### src/rtl/key_event.sv
// -----------------------------------------------------------------------------
// key_event
//
// Key-event decoder for the clock's user keys. Turns the debounced key level
// into one-cycle event pulses: short press, long press and auto-repeat.
// Runs entirely in the 100 Hz key clock domain.
//
// Optional feature macro: KEY_REPEAT_EN
//   defined   -> auto-repeat pulses are generated while a long press is held
//   undefined -> no repeat counter is built and o_repeat is constant 0
//
// Parameters:
//   LONG_TICKS   - consecutive high samples that qualify a long press (2..2^CNT_W-1)
//   REPEAT_TICKS - high samples between repeat pulses after a long press (1..2^CNT_W-1)
//   CNT_W        - width of the hold and repeat counters
//
// Ports:
//   i_clk100hz    in   100 Hz key clock, all state changes on rising edge
//   i_rst         in   synchronous active-high reset
//   i_key_in      in   debounced key level, 1 = pressed
//   o_short_press out  one-cycle pulse, key released before LONG_TICKS samples
//   o_long_press  out  one-cycle pulse, key held LONG_TICKS samples
//   o_repeat      out  one-cycle pulse every REPEAT_TICKS samples after long press
//   o_key_held    out  level, a press is being tracked (PRESS or LONG)
// -----------------------------------------------------------------------------
module key_event #(
    parameter int LONG_TICKS   = 100,
    parameter int REPEAT_TICKS = 20,
    parameter int CNT_W        = 8
) (
    input  logic i_clk100hz,
    input  logic i_rst,
    input  logic i_key_in,
    output logic o_short_press,
    output logic o_long_press,
    output logic o_repeat,
    output logic o_key_held
);

    typedef enum logic [1:0] {
        WAIT_REL = 2'd0,
        IDLE     = 2'd1,
        PRESS    = 2'd2,
        LONG     = 2'd3
    } state_t;

    // hold_cnt already counts the current press's samples, so the long-press
    // decision is taken when the count shows LONG_TICKS-1 and one more high
    // sample arrives.
    localparam logic [CNT_W-1:0] HOLD_LAST = CNT_W'(LONG_TICKS - 1);

    // Reject parameter sets the counters cannot represent.
    if (LONG_TICKS < 2 || LONG_TICKS > (2 ** CNT_W) - 1 ||
        REPEAT_TICKS < 1 || REPEAT_TICKS > (2 ** CNT_W) - 1) begin : g_param_check
        $error("key_event: LONG_TICKS/REPEAT_TICKS out of range for CNT_W");
    end

    state_t           r_state;
    logic [CNT_W-1:0] r_hold_cnt;
    logic             r_short_press;
    logic             r_long_press;
    logic             r_key_held;

`ifdef KEY_REPEAT_EN
    localparam logic [CNT_W-1:0] REP_LAST = CNT_W'(REPEAT_TICKS - 1);

    logic [CNT_W-1:0] r_rep_cnt;
    logic             r_repeat;
`endif

    // Press-tracking FSM; all outputs are registered alongside the state.
    always_ff @(posedge i_clk100hz) begin
        if (i_rst) begin
            // A key held across reset is parked in WAIT_REL so it never
            // produces an event.
            r_state       <= WAIT_REL;
            r_hold_cnt    <= '0;
            r_short_press <= 1'b0;
            r_long_press  <= 1'b0;
            r_key_held    <= 1'b0;
`ifdef KEY_REPEAT_EN
            r_rep_cnt     <= '0;
            r_repeat      <= 1'b0;
`endif
        end else begin
            // Pulses default low; only one branch below can raise one.
            r_short_press <= 1'b0;
            r_long_press  <= 1'b0;
`ifdef KEY_REPEAT_EN
            r_repeat      <= 1'b0;
`endif
            case (r_state)
                WAIT_REL: begin
                    r_key_held <= 1'b0;
                    if (!i_key_in) begin
                        r_state <= IDLE;
                    end else begin
                        r_state <= WAIT_REL;
                    end
                end
                IDLE: begin
                    if (i_key_in) begin
                        r_state    <= PRESS;
                        r_hold_cnt <= CNT_W'(1);
                        r_key_held <= 1'b1;
                    end else begin
                        r_state    <= IDLE;
                        r_key_held <= 1'b0;
                    end
                end
                PRESS: begin
                    if (!i_key_in) begin
                        r_state       <= IDLE;
                        r_short_press <= 1'b1;
                        r_key_held    <= 1'b0;
                    end else if (r_hold_cnt == HOLD_LAST) begin
                        r_state      <= LONG;
                        r_long_press <= 1'b1;
                        r_key_held   <= 1'b1;
`ifdef KEY_REPEAT_EN
                        r_rep_cnt    <= '0;
`endif
                    end else begin
                        r_state    <= PRESS;
                        r_hold_cnt <= r_hold_cnt + CNT_W'(1);
                        r_key_held <= 1'b1;
                    end
                end
                LONG: begin
                    if (!i_key_in) begin
                        r_state    <= IDLE;
                        r_key_held <= 1'b0;
                    end else begin
                        r_state    <= LONG;
                        r_key_held <= 1'b1;
`ifdef KEY_REPEAT_EN
                        // rep_cnt wraps to 0 on each pulse, giving a pulse
                        // every REPEAT_TICKS held samples.
                        if (r_rep_cnt == REP_LAST) begin
                            r_repeat  <= 1'b1;
                            r_rep_cnt <= '0;
                        end else begin
                            r_rep_cnt <= r_rep_cnt + CNT_W'(1);
                        end
`endif
                    end
                end
                default: begin
                    r_state    <= WAIT_REL;
                    r_key_held <= 1'b0;
                end
            endcase
        end
    end

    assign o_short_press = r_short_press;
    assign o_long_press  = r_long_press;
    assign o_key_held    = r_key_held;
`ifdef KEY_REPEAT_EN
    assign o_repeat      = r_repeat;
`else
    assign o_repeat      = 1'b0;
`endif

endmodule

### config.mk
export PLATFORM = sky130hd
export DESIGN_NAME = key_event
export DESIGN_NICKNAME = d
export VERILOG_FILES = /design/src/rtl/key_event.sv
export SDC_FILE = /design/constraint.sdc
export NUM_CORES = 1
export LEC_CHECK = 0
export CAP_MARGIN = 20
export CORE_AREA = 2 2 47 49
export DETAILED_ROUTE_END_ITERATION = 8
export DIE_AREA = 0 0 49 51
export GPL_TIMING_DRIVEN = 1
export PLACE_DENSITY = 0.53
export SLEW_MARGIN = 20
export SYNTH_ARGS = -nofsm -noshare
export SYNTH_HDL_FRONTEND = slang
export SYNTH_SLANG_ARGS = --single-unit
### constraint.sdc
create_clock -name i_clk100hz -period 4.2 [get_ports i_clk100hz]
set_input_delay 0.63 -clock i_clk100hz [delete_from_list [all_inputs] [get_ports i_clk100hz]]
set_output_delay 0.63 -clock i_clk100hz [all_outputs]
set_load 0.03 [all_outputs]
==> results of run 1 <==
## worst paths after layout
path,start,end,slack (ns),depth (start not counted)
max,i_key_in,r_hold_cnt[6]$_SDFFE_PP0P_,2.30,4
min,r_hold_cnt[6]$_SDFFE_PP0P_,r_hold_cnt[6]$_SDFFE_PP0P_,0.53,2
max reg2reg,r_hold_cnt[0]$_SDFFE_PP0P_,r_hold_cnt[6]$_SDFFE_PP0P_,2.72,4
min reg2reg,r_hold_cnt[6]$_SDFFE_PP0P_,r_hold_cnt[6]$_SDFFE_PP0P_,0.53,2
## kinds of logic after synthesis
| family | share of synthesized area (%) |
|---|---|
| AND/OR/NAND/NOR | 38.32 |
| flip-flops | 39.85 |
| AO/OA/AOI/OAI | 9.004 |
| multiplexers | 6.131 |
| buffers and inverters | 2.874 |
| adder cells (fa/ha/maj) | 1.915 |
| other | 0.5742 |
| XOR/XNOR | 1.341 |
## sequential cells by signal, summed over array words and instances, names as in the netlist
register,count
r_hold_cnt,8
r_state,2
o_key_held,1
o_long_press,1
o_short_press,1
## cells in the final DEF, fill, tap and decap left out
cell | Yosys | layout
clkbuf_1 | 2 | 1
nor2_1 | 1 | 1
or3b_2 | 3 | 3
nor4b_1 | 5 | 5
o21ai_0 | 2 | 2
dfxtp_1 | 13 | 13
or4_1 | 1 | 1
and3_1 | 1 | 1
nor4_1 | 1 | 1
or3_2 | 1 | 1
xnor2_1 | 1 | 1
nand4b_1 | 1 | 1
o31ai_1 | 1 | 1
or3_1 | 1 | 1
clkbuf_4 | 0 | 3
a211oi_1 | 1 | 1
nor3_1 | 2 | 2
o2bb2ai_1 | 1 | 1
clkdlybuf4s50_1 | 0 | 5
mux2i_1 | 4 | 4
ha_1 | 1 | 1
a21oi_1 | 5 | 5
nand2b_1 | 4 | 4
nand3b_1 | 6 | 6
inv_1 | 1 | 1
nand3_1 | 2 | 2
nor3b_1 | 2 | 2
nand2_1 | 2 | 2
and2b_2 | 1 | 1
conb_1 | 1 | 1
nand4_1 | 2 | 2
## worst max-delay path, delay by kind of cell
kind | cells | cell delay (ns)
simple gates | 2 | 0.68
buf+inv | 1 | 0.65
compound gates | 1 | 0.14
## area by class of cell
| type | instances | area (sq um) |
|---|---|---|
| clock buffers | 4 | 26.28 |
| fillers | 213 | 1314 |
| multi-input cells | 53 | 374.1 |
| well taps | 28 | 35.03 |
| flip-flops and latches | 13 | 260.3 |
| inverters | 1 | 3.754 |
| repair buffers | 5 | 50.05 |
## metrics by stage
step | hold slack (ns) | cells | util (%) | cell area [sq um] | power, W
finish | 0.5270 | 104 | 36.33 | 749.5 | 0.0002252
global route | 0.5471 | 104 | 36.33 | 749.5 | 0.0002384
CTS | 0.5253 | 104 | 36.33 | 749.5 | 0.0002281
detailed placement | 0.5105 | 100 | 35.05 | 723.2 | 0.0001489
global placement | 0.5015 | 100 | 35.05 | 723.2 | 0.0001488
floorplan | 0.4740 | 70 | - | 653.1 | 0.0001441
## Yosys cell counts
library cell,instances,area share [%]
inv_1,1,0.57
nor2_1,1,0.57
nand2b_1,4,3.8
nand3_1,2,1.5
or4_1,1,1.1
or3_2,1,1.1
buf_4,1,1.1
and2b_2,1,1.3
dfxtp_1,13,40
a211oi_1,1,1.1
nor3b_1,2,2.3
nor4b_1,5,6.7
a21oi_1,5,3.8
nand3b_1,6,6.9
ha_1,1,1.9
or3b_2,3,4.0
o2bb2ai_1,1,1.3
o31ai_1,1,1.1
xnor2_1,1,1.3
nor4_1,1,0.96
or3_1,1,0.96
o21ai_0,2,1.5
and3_1,1,0.96
nand2_1,2,1.1
nand4b_1,1,1.3
clkbuf_1,2,1.1
conb_1,1,0.57
nor3_1,2,1.5
nand4_1,2,1.9
mux2i_1,4,6.1
## where the power goes
group | internal, W | switching [W] | total, W | leakage (nW)
Clock | 0.0000368 | 0.0000424 | 0.0000792 | 0.0150
Sequential | 0.000125 | 0.00000215 | 0.000127 | 0.105
Combinational | 0.00000873 | 0.0000101 | 0.0000188 | 0.104
Total | 0.000171 | 0.0000547 | 0.000225 | 0.224
## routing by layer
metal | wire, microns | up-vias | track usage (%)
li1 | - | 271 | -
met2 | 604 | 16 | 18.49
met3 | 48 | 4 | 3.509
met4 | 25 | 0 | 5.714
met1 | 650 | 244 | 15.04
met5 | 0 | - | 0
==> impl_results.md, run 1 <==
* First-pass detailed-route iteration total at 4
* Detailed placer's ending HPWL at 951.6 microns
* Effective utilization at floorplan at 31.66%
* Final routed DRC violation total at 0
* Via count at 535
* Count of pins over their slew limit at 0
* Wire length of the first global-routing pass at 2.208 mm
* Inserted Diodes at 0
* Average instance area after synthesis at 9.330 sq um
* Post-synth design cell area at 653.1 sq um
* Iter 0 DRT Violations at 13
* Hold Fails Final Rpt at 0
* Proportion of synthesized chip area in sequential cells at 39.85%
* PostCTS Resize Cnt at 0
* Number of ports placed on the die boundary at 7
* Highest net fanout along the worst path at 11
* Number of failing setup endpoints in the final timing report at 0
* Static leakage at 0.2236 nW
* Flops & latches, synth at 13
* Worst-case headroom to the max-slew limit at 59.85%
* CTS clk-pin slew, worst paths at 0.08 ns
* Number of buffers between clock root and the deepest sink at 2
* Growth of design area from synthesis to finish at 14.75%
* Post-Syn Nets at 74
* Number of warnings printed during yosys synthesis at 0
* Cell at the root of the clock tree: clkbuf_4
* Layout cell share with drive strength beyond 1 at 10.53%
* Initial antenna violation count at 0
* Die Y-Extent at 51 microns
* Post-Place Worst Slack at 2.020 ns
* Die Span X at 49 microns
* PwrDens at 300.5 nW/um^2
* Largest stage delay on the critical path at 0.65 ns
* Nets at 81
* Vias per cell at 5.144
* Core Box Area at 2063 sq um
* Worst path arrival time at 2.11 ns
* Fin Setup TNS at 0 ns
* TritonCTS clock tree: built
* Worst setup path class: input port to register
* Min Tclk post-route at 1.899 ns
* Row count at 17
* Count of buffers added by post-CTS timing repair for setup at 0
* Post-layout worst setup margin at 2.301 ns
* Setup crit start kind: input port
* Number of cells produced by synthesis at 70
* Peak supply drop at 0.1502 mV
* GRT Total Usage at 11.87%
* Vias in the first global route at 465
* Critical-path cell list: clkdlybuf4s50_1 > nand4_1 > or4_1 > a21oi_1
* Deepest level of the CTS H-tree at 1
* Yosys cell types at 30
* Routability-driven placement congestion ratio at 0.7295
* Average wire per cell in the routed design at 12.76 microns
* IO Port Bufs at 5
* Kind of end point of the critical path: register
* Min-delay worst type: register to register
* RSZ-0062 raised after global routing: false
* Post-route fraction of the period consumed by the critical path at 45.22%
* GRT overflow at 0
* Worst Clk Skew at 0.002815 ns
* Maximum clock rate at 526.5 MHz
* Result of the run: completed
* Number of clock sinks seen by CTS at 13
* Clock insertion delay at the later pin of the skew report at 0.28 ns
* Post-CTS Hold Buffers at 0
* Die area at 2499 sq um
* Antenna Nets Post-Route at 0
* Critical path required time at 4.41 ns
* Number of max-cap violations at 0
* Worst-Margin Slew at 0.5967 ns
* Number of buffers created by CTS at 3
* CP max-delay cell: clkdlybuf4s50_1
* Pin count of the biggest net entering global routing at 17
* Post-Route WL at 1.327 mm
Note: power is estimated with default switching activity, not from simulation.
==> inputs of run 2 (changes only) <==
==> constraint.sdc (replaced) <==
create_clock -name i_clk100hz -period 1.9 [get_ports i_clk100hz]
set_input_delay 0.285 -clock i_clk100hz [delete_from_list [all_inputs] [get_ports i_clk100hz]]
set_output_delay 0.285 -clock i_clk100hz [all_outputs]
set_load 0.03 [all_outputs]
==> impl_results.md, run 2 (synthesized netlist as in run 1, its figures left out) <==
* Die Y-Extent at 51 microns (unchanged)
* Wire length of the first global-routing pass at 2.352 mm (was 2.208 mm)
* Core Box Area at 2063 sq um (unchanged)
* Post-CTS Hold Buffers at 0 (unchanged)
* Worst path arrival time at 1.26 ns (was 2.11 ns)
* Growth of design area from synthesis to finish at 17.05% (was 14.75%)
* Clock network fraction of design power at 34.6% (was 35.2%)
* Switching share of power at 23.96% (was 24.27%)
* Pin count of the biggest net entering global routing at 10 (was 17)
* Fin Setup TNS at 0 ns (unchanged)
* Number of ports placed on the die boundary at 7 (unchanged)
* Post-Layout Inst Area at 764.5 sq um (was 749.5 sq um)
* End of the worst hold path: r_hold_cnt[0]$_SDFFE_PP0P_ (was r_hold_cnt[6]$_SDFFE_PP0P_)
* Largest stage delay on the critical path at 0.67 ns (was 0.65 ns)
* Startpoint of the most critical hold path: r_hold_cnt[0]$_SDFFE_PP0P_ (was r_hold_cnt[6]$_SDFFE_PP0P_)
* Global route hottest layer: met2 (unchanged)
* Number of flip-flops in the largest register at 8 (unchanged)
* Effective utilization at floorplan at 31.66% (unchanged)
* Result of the run: completed (unchanged)
* Row count at 17 (unchanged)
* Switch Pwr at 0.0001195 W (was 0.00005466 W)
* Number of failing setup endpoints in the final timing report at 0 (unchanged)
* Critical path required time at 1.62 ns (was 4.41 ns)
* Routability-driven placement congestion ratio at 0.7559 (was 0.7295)
* Final routed DRC violation total at 0 (unchanged)
* Most common library cell in the layout ignoring fill and taps: dfxtp_1 (unchanged)
* GRT met3 Usage at 3.509% (unchanged)
* RSZ-0062 raised after global routing: false (unchanged)
* Largest registers: r_hold_cnt (8), r_state (2) (unchanged)
* Peak supply drop at 0.3293 mV (was 0.1502 mV)
* Slack of the worst reg-to-reg path at 0.43 ns (was 2.72 ns)
* Inserted Diodes at 0 (unchanged)
* IO Port Bufs at 5 (unchanged)
* Iter 0 DRT Violations at 12 (was 13)
* Die area at 2499 sq um (unchanged)
* Antenna Nets Post-Route at 0 (unchanged)
* Min Tclk post-route at 1.544 ns
* GRT overflow at 0 (unchanged)
* Highest net fanout along the worst path at 1 (was 11)
* Die Span X at 49 microns (unchanged)
* Global routing met1 resource utilization at 15.23% (was 15.04%)
* Count of pins over their slew limit at 0 (unchanged)
* Worst setup path class: register to output pin (was input port to register)
* Most frequent cells in the layout: dfxtp_1, nand3b_1, a21oi_1, nor4b_1, clkdlybuf4s50_1 (unchanged)
* Combinational share of power at 9.1% (was 8.4%)
* Cell Area, Placed at 738.2 sq um (was 723.2 sq um)
* Initial antenna violation count at 0 (unchanged)
* CP max-delay cell: clkdlybuf4s50_1 (unchanged)
* Maximum clock rate at 647.8 MHz
* Global-route met2 utilization at 20.32% (was 18.49%)
* Setup crit start kind: register (was input port)
* TritonCTS clock tree: built (unchanged)
* Static leakage at 0.2332 nW (was 0.2236 nW)
* Critical-path cell list: clkdlybuf4s50_1 (was clkdlybuf4s50_1 > nand4_1 > or4_1 > a21oi_1)
* Post-Route WL at 1.366 mm (was 1.327 mm)
* Deepest level of the CTS H-tree at 1 (unchanged)
* Layout cell share with drive strength beyond 1 at 12.82% (was 10.53%)
* Category of cells accounting for the largest share of critical-path delay: buffers and inverters (was simple AND/OR/NAND/NOR gates)
* Hold depth at 2 (unchanged)
* Worst Clk Skew at 0.001098 ns (was 0.002815 ns)
* Average wire per cell in the routed design at 12.89 microns (was 12.76 microns)
* Internal power at 0.0003795 W (was 0.0001706 W)
* Vias in the first global route at 509 (was 465)
* Post-route fraction of the period consumed by the critical path at 81.24%
* CTS clk-pin slew, worst paths at 0.08 ns (about the same)
* Final hold slack at 0.5337 ns (was 0.5270 ns)
* Cell at the root of the clock tree: clkbuf_4 (unchanged)
* Critical Path Start: o_key_held$_SDFF_PP0_ (was i_key_in)
* Worst reg-to-reg path cell count at 4 (unchanged)
* Buffering stage count on the worst path with inverters included at 1 (unchanged)
* Util after Layout at 37.05% (was 36.33%)
* Via count at 531 (was 535)
* GRT Total Usage at 13.02% (was 11.87%)
* Worst-case headroom to the max-slew limit at 62.26% (was 59.85%)
* Number of buffers between clock root and the deepest sink at 2 (unchanged)
* Vias per cell at 5.009 (was 5.144)
* Number of buffers created by CTS at 3 (unchanged)
* Power, Total at 0.0004990 W (was 0.0002252 W)
* Nets at 83 (was 81)
* PwrDens at 652.8 nW/um^2 (was 300.5 nW/um^2)
* Worst flop-to-flop path endpoint: r_hold_cnt[6]$_SDFFE_PP0P_ (unchanged)
* Clock insertion delay at the later pin of the skew report at 0.27 ns (was 0.28 ns)
* Detailed placer's ending HPWL at 960.1 microns (was 951.6 microns)
* Kind of end point of the critical path: output pin (was register)
* Min-delay worst type: register to register (unchanged)
* Worst-Margin Slew at 0.5610 ns (was 0.5967 ns)
* Launching point of the worst reg2reg path: r_hold_cnt[0]$_SDFFE_PP0P_ (unchanged)
* Number of max-cap violations at 0 (unchanged)
* Register ranked first by flip-flop count: r_hold_cnt (unchanged)
* Hold Fails Final Rpt at 0 (unchanged)
* Count of buffers added by post-CTS timing repair for setup at 0 (unchanged)
* Number of clock sinks seen by CTS at 13 (unchanged)
* First-pass detailed-route iteration total at 4 (unchanged)
* Sequential share of power at 56.4% (was 56.5%)
* PostCTS Resize Cnt at 0 (unchanged)
[run 2: per-stage QoR]
stage / instances / setup slack (ns)
finish: 106 / 0.3564
floorplan: 70 / 0.5693
global placement: 102 / 0.1769
global route: 106 / 0.3184
detailed placement: 102 / 0.1402
CTS: 106 / 0.3423
[run 2: area by class of cell]
| type | instances | area (sq um) |
|---|---|---|
| sequential | 13 | 260.3 |
| tap | 28 | 35.03 |
| multi-input combinational | 53 | 374.1 |
| timing repair buffer | 7 | 65.06 |
| clock buffer | 4 | 26.28 |
| inverter | 1 | 3.754 |
| fill | 231 | 1299 |
[run 2: how the worst max path moves through the flow]
stage,end,slack [ns],depth (start not counted)
after global routing,o_key_held,0.32,1
after floorplan,r_hold_cnt[6]$_SDFFE_PP0P_,0.57,4
after detailed placement,r_hold_cnt[5]$_SDFFE_PP0P_,0.14,4
after global placement,r_hold_cnt[6]$_SDFFE_PP0P_,0.18,4
after CTS,o_key_held,0.34,1
final,o_key_held,0.36,1
[run 2: power groups by stage]
stage	combinational, W	clock [W]	sequential [W]
after floorplan	0.0000306	0	0.000288
after global placement	0.0000449	0	0.000288
after detailed placement	0.0000451	0	0.000288
after CTS	0.0000456	0.000180	0.000281
after global routing	0.0000501	0.000194	0.000282
final	0.0000452	0.000172	0.000281
[run 2: metal layers]
metal | share of wire (%) | routed length, microns
met1 | 50 | 681
met2 | 47 | 642
met3 | 1.8 | 24
met4 | 1.2 | 17
met5 | 0 | 0
[run 2: worst register-to-register path, stage by stage, from the launching register on]
cell     delay, ns
dfxtp_1       0.39
ha_1          0.22
nand4_1       0.17
or4_1         0.49
a21oi_1       0.14
==> inputs of run 3 (changes only) <==
--- a/config.mk
+++ b/config.mk
@@ -10,7 +10,7 @@
 export DETAILED_ROUTE_END_ITERATION = 8
 export DIE_AREA = 0 0 49 51
 export GPL_TIMING_DRIVEN = 1
-export PLACE_DENSITY = 0.53
+export PLACE_DENSITY = 0.55
 export SLEW_MARGIN = 20
 export SYNTH_ARGS = -nofsm -noshare
 export SYNTH_HDL_FRONTEND = slang
==> constraint.sdc (replaced) <==
create_clock -name i_clk100hz -period 1.4 [get_ports i_clk100hz]
set_input_delay 0.21 -clock i_clk100hz [delete_from_list [all_inputs] [get_ports i_clk100hz]]
set_output_delay 0.21 -clock i_clk100hz [all_outputs]
set_load 0.03 [all_outputs]
==> impl_results.md, run 3 (synthesized netlist as in run 1, its figures left out) <==
* First-pass detailed-route iteration total at 4 (unchanged)
* Power, Total at 0.0006939 W (was 0.0004990 W)
* Clock insertion delay at the later pin of the skew report at 0.28 ns (was 0.27 ns)
* Deepest level of the CTS H-tree at 1 (unchanged)
* Register ranked first by flip-flop count: r_hold_cnt (unchanged)
* Number of buffers between clock root and the deepest sink at 2 (unchanged)
* Number of max-cap violations at 0 (unchanged)
* RSZ-0062 raised after global routing: false (unchanged)
* Most frequent cells in the layout: buf_4, dfxtp_1, nand3b_1, nor4b_1 (was dfxtp_1, nand3b_1, a21oi_1, nor4b_1, clkdlybuf4s50_1)
* Pin count of the biggest net entering global routing at 9 (was 10)
* CTS clk-pin slew, worst paths at 0.08 ns (about the same)
* Die area at 2499 sq um (unchanged)
* IO Port Bufs at 5 (unchanged)
* Number of flip-flops in the largest register at 8 (unchanged)
* Min-delay worst type: input port to register (was register to register)
* Peak supply drop at 0.5205 mV (was 0.3293 mV)
* Growth of design area from synthesis to finish at 33.52% (was 17.05%)
* Result of the run: completed (unchanged)
* Layout cell share with drive strength beyond 1 at 32.18% (was 12.82%)
* Antenna Nets Post-Route at 0 (unchanged)
* Kind of end point of the critical path: register (was output pin)
* Core Box Area at 2063 sq um (unchanged)
* Row count at 17 (unchanged)
* TritonCTS clock tree: built (unchanged)
* Detailed placer's ending HPWL at 989.5 microns (was 960.1 microns)
* Number of failing setup endpoints in the final timing report at 0 (unchanged)
* Inserted Diodes at 0 (unchanged)
* Setup crit start kind: register (unchanged)
* Post-Route WL at 1.338 mm (was 1.366 mm)
* PwrDens at 795.7 nW/um^2 (was 652.8 nW/um^2)
* Vias in the first global route at 531 (was 509)
* Post-route fraction of the period consumed by the critical path at 94.87%
* Min Tclk post-route at 1.328 ns
* Effective utilization at floorplan at 31.66% (unchanged)
* Nets at 92 (was 83)
* Worst path arrival time at 1.54 ns (was 1.26 ns)
* Final routed DRC violation total at 0 (unchanged)
* Cell at the root of the clock tree: clkbuf_4 (unchanged)
* Routability-driven placement congestion ratio at 0.7776 (was 0.7559)
* Cell Area, Placed at 798.3 sq um (was 738.2 sq um)
* Number of buffers created by CTS at 3 (unchanged)
* Static leakage at 0.3018 nW (was 0.2332 nW)
* Hold Fails Final Rpt at 0 (unchanged)
* Vias per cell at 5.052 (was 5.009)
* Number of clock sinks seen by CTS at 13 (unchanged)
* Util after Layout at 42.27% (was 37.05%)
* Iter 0 DRT Violations at 4 (was 12)
* Worst Clk Skew at 0.004187 ns (was 0.001098 ns)
* Die Span X at 49 microns (unchanged)
* Number of ports placed on the die boundary at 7 (unchanged)
* Maximum clock rate at 752.9 MHz
* Largest registers: r_hold_cnt (8), r_state (2) (unchanged)
* Post-Layout Inst Area at 872.1 sq um (was 764.5 sq um)
* Most common library cell in the layout ignoring fill and taps: buf_4 (was dfxtp_1)
* GRT Total Usage at 11.54% (was 13.02%)
* GRT overflow at 0 (unchanged)
* Critical path required time at 1.61 ns (was 1.62 ns)
* Average wire per cell in the routed design at 11.63 microns (was 12.89 microns)
* Highest net fanout along the worst path at 6 (was 1)
* Die Y-Extent at 51 microns (unchanged)
* Post-CTS Hold Buffers at 0 (unchanged)
* Number of fill cells in the layout at 212 (was 231)
* Count of pins over their slew limit at 0 (unchanged)
* Via count at 581 (was 531)
* Worst setup path class: register to register (was register to output pin)
* Initial antenna violation count at 0 (unchanged)
* Wire length of the first global-routing pass at 2.194 mm (was 2.352 mm)
-- run 3: cell count changes in the layout (fill, tap and decap cells not counted), moves of 3 or more --
cell             previous run  this run
dfxtp_1                    13        10
buf_4                       2        11
dlygate4sd2_1               0         3
dfxtp_2                     0         3
clkdlybuf4s50_1             5         1
-- run 3: where the power goes --
| group | switching (W) | total [W] | internal, W |
|---|---|---|---|
| clock network | 0.000127 | 0.000238 | 0.000111 |
| registers | 0.00000692 | 0.000383 | 0.000376 |
| logic | 0.0000351 | 0.0000736 | 0.0000384 |
-- run 3: critical path: stages (launching register included) --
cell	delay, ns
dfxtp_1	0.43
nand3b_1	0.24
or3b_2	0.46
mux2i_1	0.13
-- run 3: repair_timing --
item	in CTS	in global routing
gates cloned	0	0
endpoints found under the setup margin	4	3
pin swaps	0	1
buffers inserted	1	0
gates resized for setup	4	10
-- run 3: path summary, 6_finish.rpt --
check | from | endpoint | slack [ns] | cells past startpoint
hold reg to reg | r_state[0]$_SDFF_PP0_ | o_short_press$_SDFF_PP0_ | 0.51 | 1
setup reg to reg | r_state[1]$_SDFF_PP0_ | r_hold_cnt[2]$_SDFFE_PP0P_ | 0.07 | 3
setup / recovery | r_state[1]$_SDFF_PP0_ | r_hold_cnt[2]$_SDFFE_PP0P_ | 0.07 | 3
hold / removal | i_key_in | o_short_press$_SDFF_PP0_ | 0.41 | 3
-- run 3: per-stage QoR --
stage               instances  hold slack [ns]  setup WS (ns)  TNS (ns)
global route              115           0.4609       0.005612         0
global placement          110           0.5044        -0.2472    -1.344
finish                    115           0.4091        0.07182         0
floorplan                  70           0.3936        0.06926         0
detailed placement        110           0.5089        -0.2882    -1.469
CTS                       115           0.5212        0.01560         0
-- run 3: routing by layer --
metal	track usage (%)	part of all wire, %
met5	0	0
met1	11.91	46
met2	21.23	49
met4	8.571	2.8
met3	1.754	2.3
-- run 3: final cells by class --
class / count / area, sq um / share of cell area, %
Inverter: 1 / 3.754 / 0.4304
Tap cell: 28 / 35.03 / 4.017
Timing Repair Buffer: 16 / 131.4 / 15.06
Clock buffer: 4 / 26.28 / 3.013
Sequential cell: 13 / 264.0 / 30.27
Multi-Input combinational cell: 53 / 411.6 / 47.20
==> edit, RTL diff (settings of run 2) <==
Re-encode `state_t` (4 states) as Gray code, 2 bits wide.
--- a/src/rtl/key_event.sv
+++ b/src/rtl/key_event.sv
@@ -38,10 +38,10 @@
 );
 
     typedef enum logic [1:0] {
-        WAIT_REL = 2'd0,
-        IDLE     = 2'd1,
-        PRESS    = 2'd2,
-        LONG     = 2'd3
+        WAIT_REL = 2'b00,
+        IDLE     = 2'b01,
+        PRESS    = 2'b11,
+        LONG     = 2'b10
     } state_t;
 
     // hold_cnt already counts the current press's samples, so the long-press
Behaviour: no difference found for any inputs over 10 cycles, from zero or initial values and one cycle with i_rst high; not proved beyond that.
==> edit against run 2 <==
- die area did not move
- synthesized area fell by 9.2%
- routed wire length is 14% lower
- final area fell by 7.2%
- clock skew grew 5.9 ps
- via count is 3.8% lower
- highest routed layer is now met3
- sequential cell count stayed put
- combinational power down 26%
- total power is 2.5% lower
- cell count decreased by 3.8%
- worst setup slack worse by 250 ps
- core utilization fell by 2.7 points
- hold slack lost 30 ps
==> edit: results <==
[status]
outcome = "completed"

[global_route]
grt_pass1_vias = 468
grt_max_degree = 9
grtUsageTotal_pct = 10.4
grt_pass1_wl_mm = 2.01

[synth]
synth_fp_nets = 69
synth_common_cells = "dfxtp_1 (13), a21oi_1 (7), nand2_1 (6)"
synth.distinct_cells = 26
ys_top_cells_by_area = "dfxtp_1 (44%), a21oi_1 (5.9%), o21ai_0 (4.2%)"
seq_area_frac_synth_pct = 43.9

[layout]
fill_cells = 220
nets = 79

[sta]
timing.hold.ws_ps = 504
clock_skew_ps = 7.03

[power]
pwr-share-comb_pct = 6.9
leakage_nw = 0.221
ir_drop_mv = 0.333

[routing]
wl_per_cell_um = 11.5
wirelength_mm = 1.17

[placement]
post-dp-hpwl_um = 867
routabilityCongestion = 0.762
placedCellCount = 98

[critical_path]
crit_arrival_ps = 1980
path_class = "reg -> reg"
worstPathMaxFanout = 5
r2r_end = "r_hold_cnt[0]"
edit: changes by cell type in the layout (fill, tap and decap cells not counted), moves of 3 or more:
cell | before | now
nand2_1 | 2 | 6
or3b_2 | 3 | 0
nor4b_1 | 5 | 0
o21ai_0 | 2 | 5
nand2b_1 | 4 | 1
mux2i_1 | 4 | 1
nand3b_1 | 6 | 0
edit: layout make-up:
cell class / instances / share of cell area (%)
repair buffers: 6 / 8.11
multi-input cells: 49 / 45.1
clock buffers: 4 / 3.70
flip-flops and latches: 13 / 37.0
well taps: 28 / 4.94
inverters: 2 / 1.06
edit: cell families after synthesis:
logic type	synth area share, %
AO/OA/AOI/OAI	19.2
adder cells (fa/ha/maj)	2.11
multiplexers	1.69
other	0.632
AND/OR/NAND/NOR	30.0
buffers and inverters	2.53
flip-flops	43.9
edit: worst max-delay path: stages (launching register included):
cell      delay (ps)
dfxtp_2          370
ha_2             220
or4b_4           490
or3_4            390
a221oi_2         240
edit: routing by layer:
| metal | global-route usage [%] | routed length [um] | vias to the layer above |
|---|---|---|---|
| met5 | 0 | 0 | - |
| met4 | 1.43 | 0 | 0 |
| met3 | 4.39 | 61 | 0 |
| met2 | 17.1 | 530 | 13 |
| met1 | 13.1 | 581 | 235 |
| li1 | - | - | 263 |
edit: stage by stage:
step / total power [mW] / cell area [um2] / setup slack [ps] / utilization [%]
detailed placement: 0.323 / 678 / 67.6 / 32.9
global placement: 0.323 / 678 / 140 / 32.9
global route: 0.517 / 709 / 35.3 / 34.4
finish: 0.487 / 709 / 109 / 34.4
floorplan: 0.308 / 593 / 195 / -
CTS: 0.498 / 704 / 51.0 / 34.1
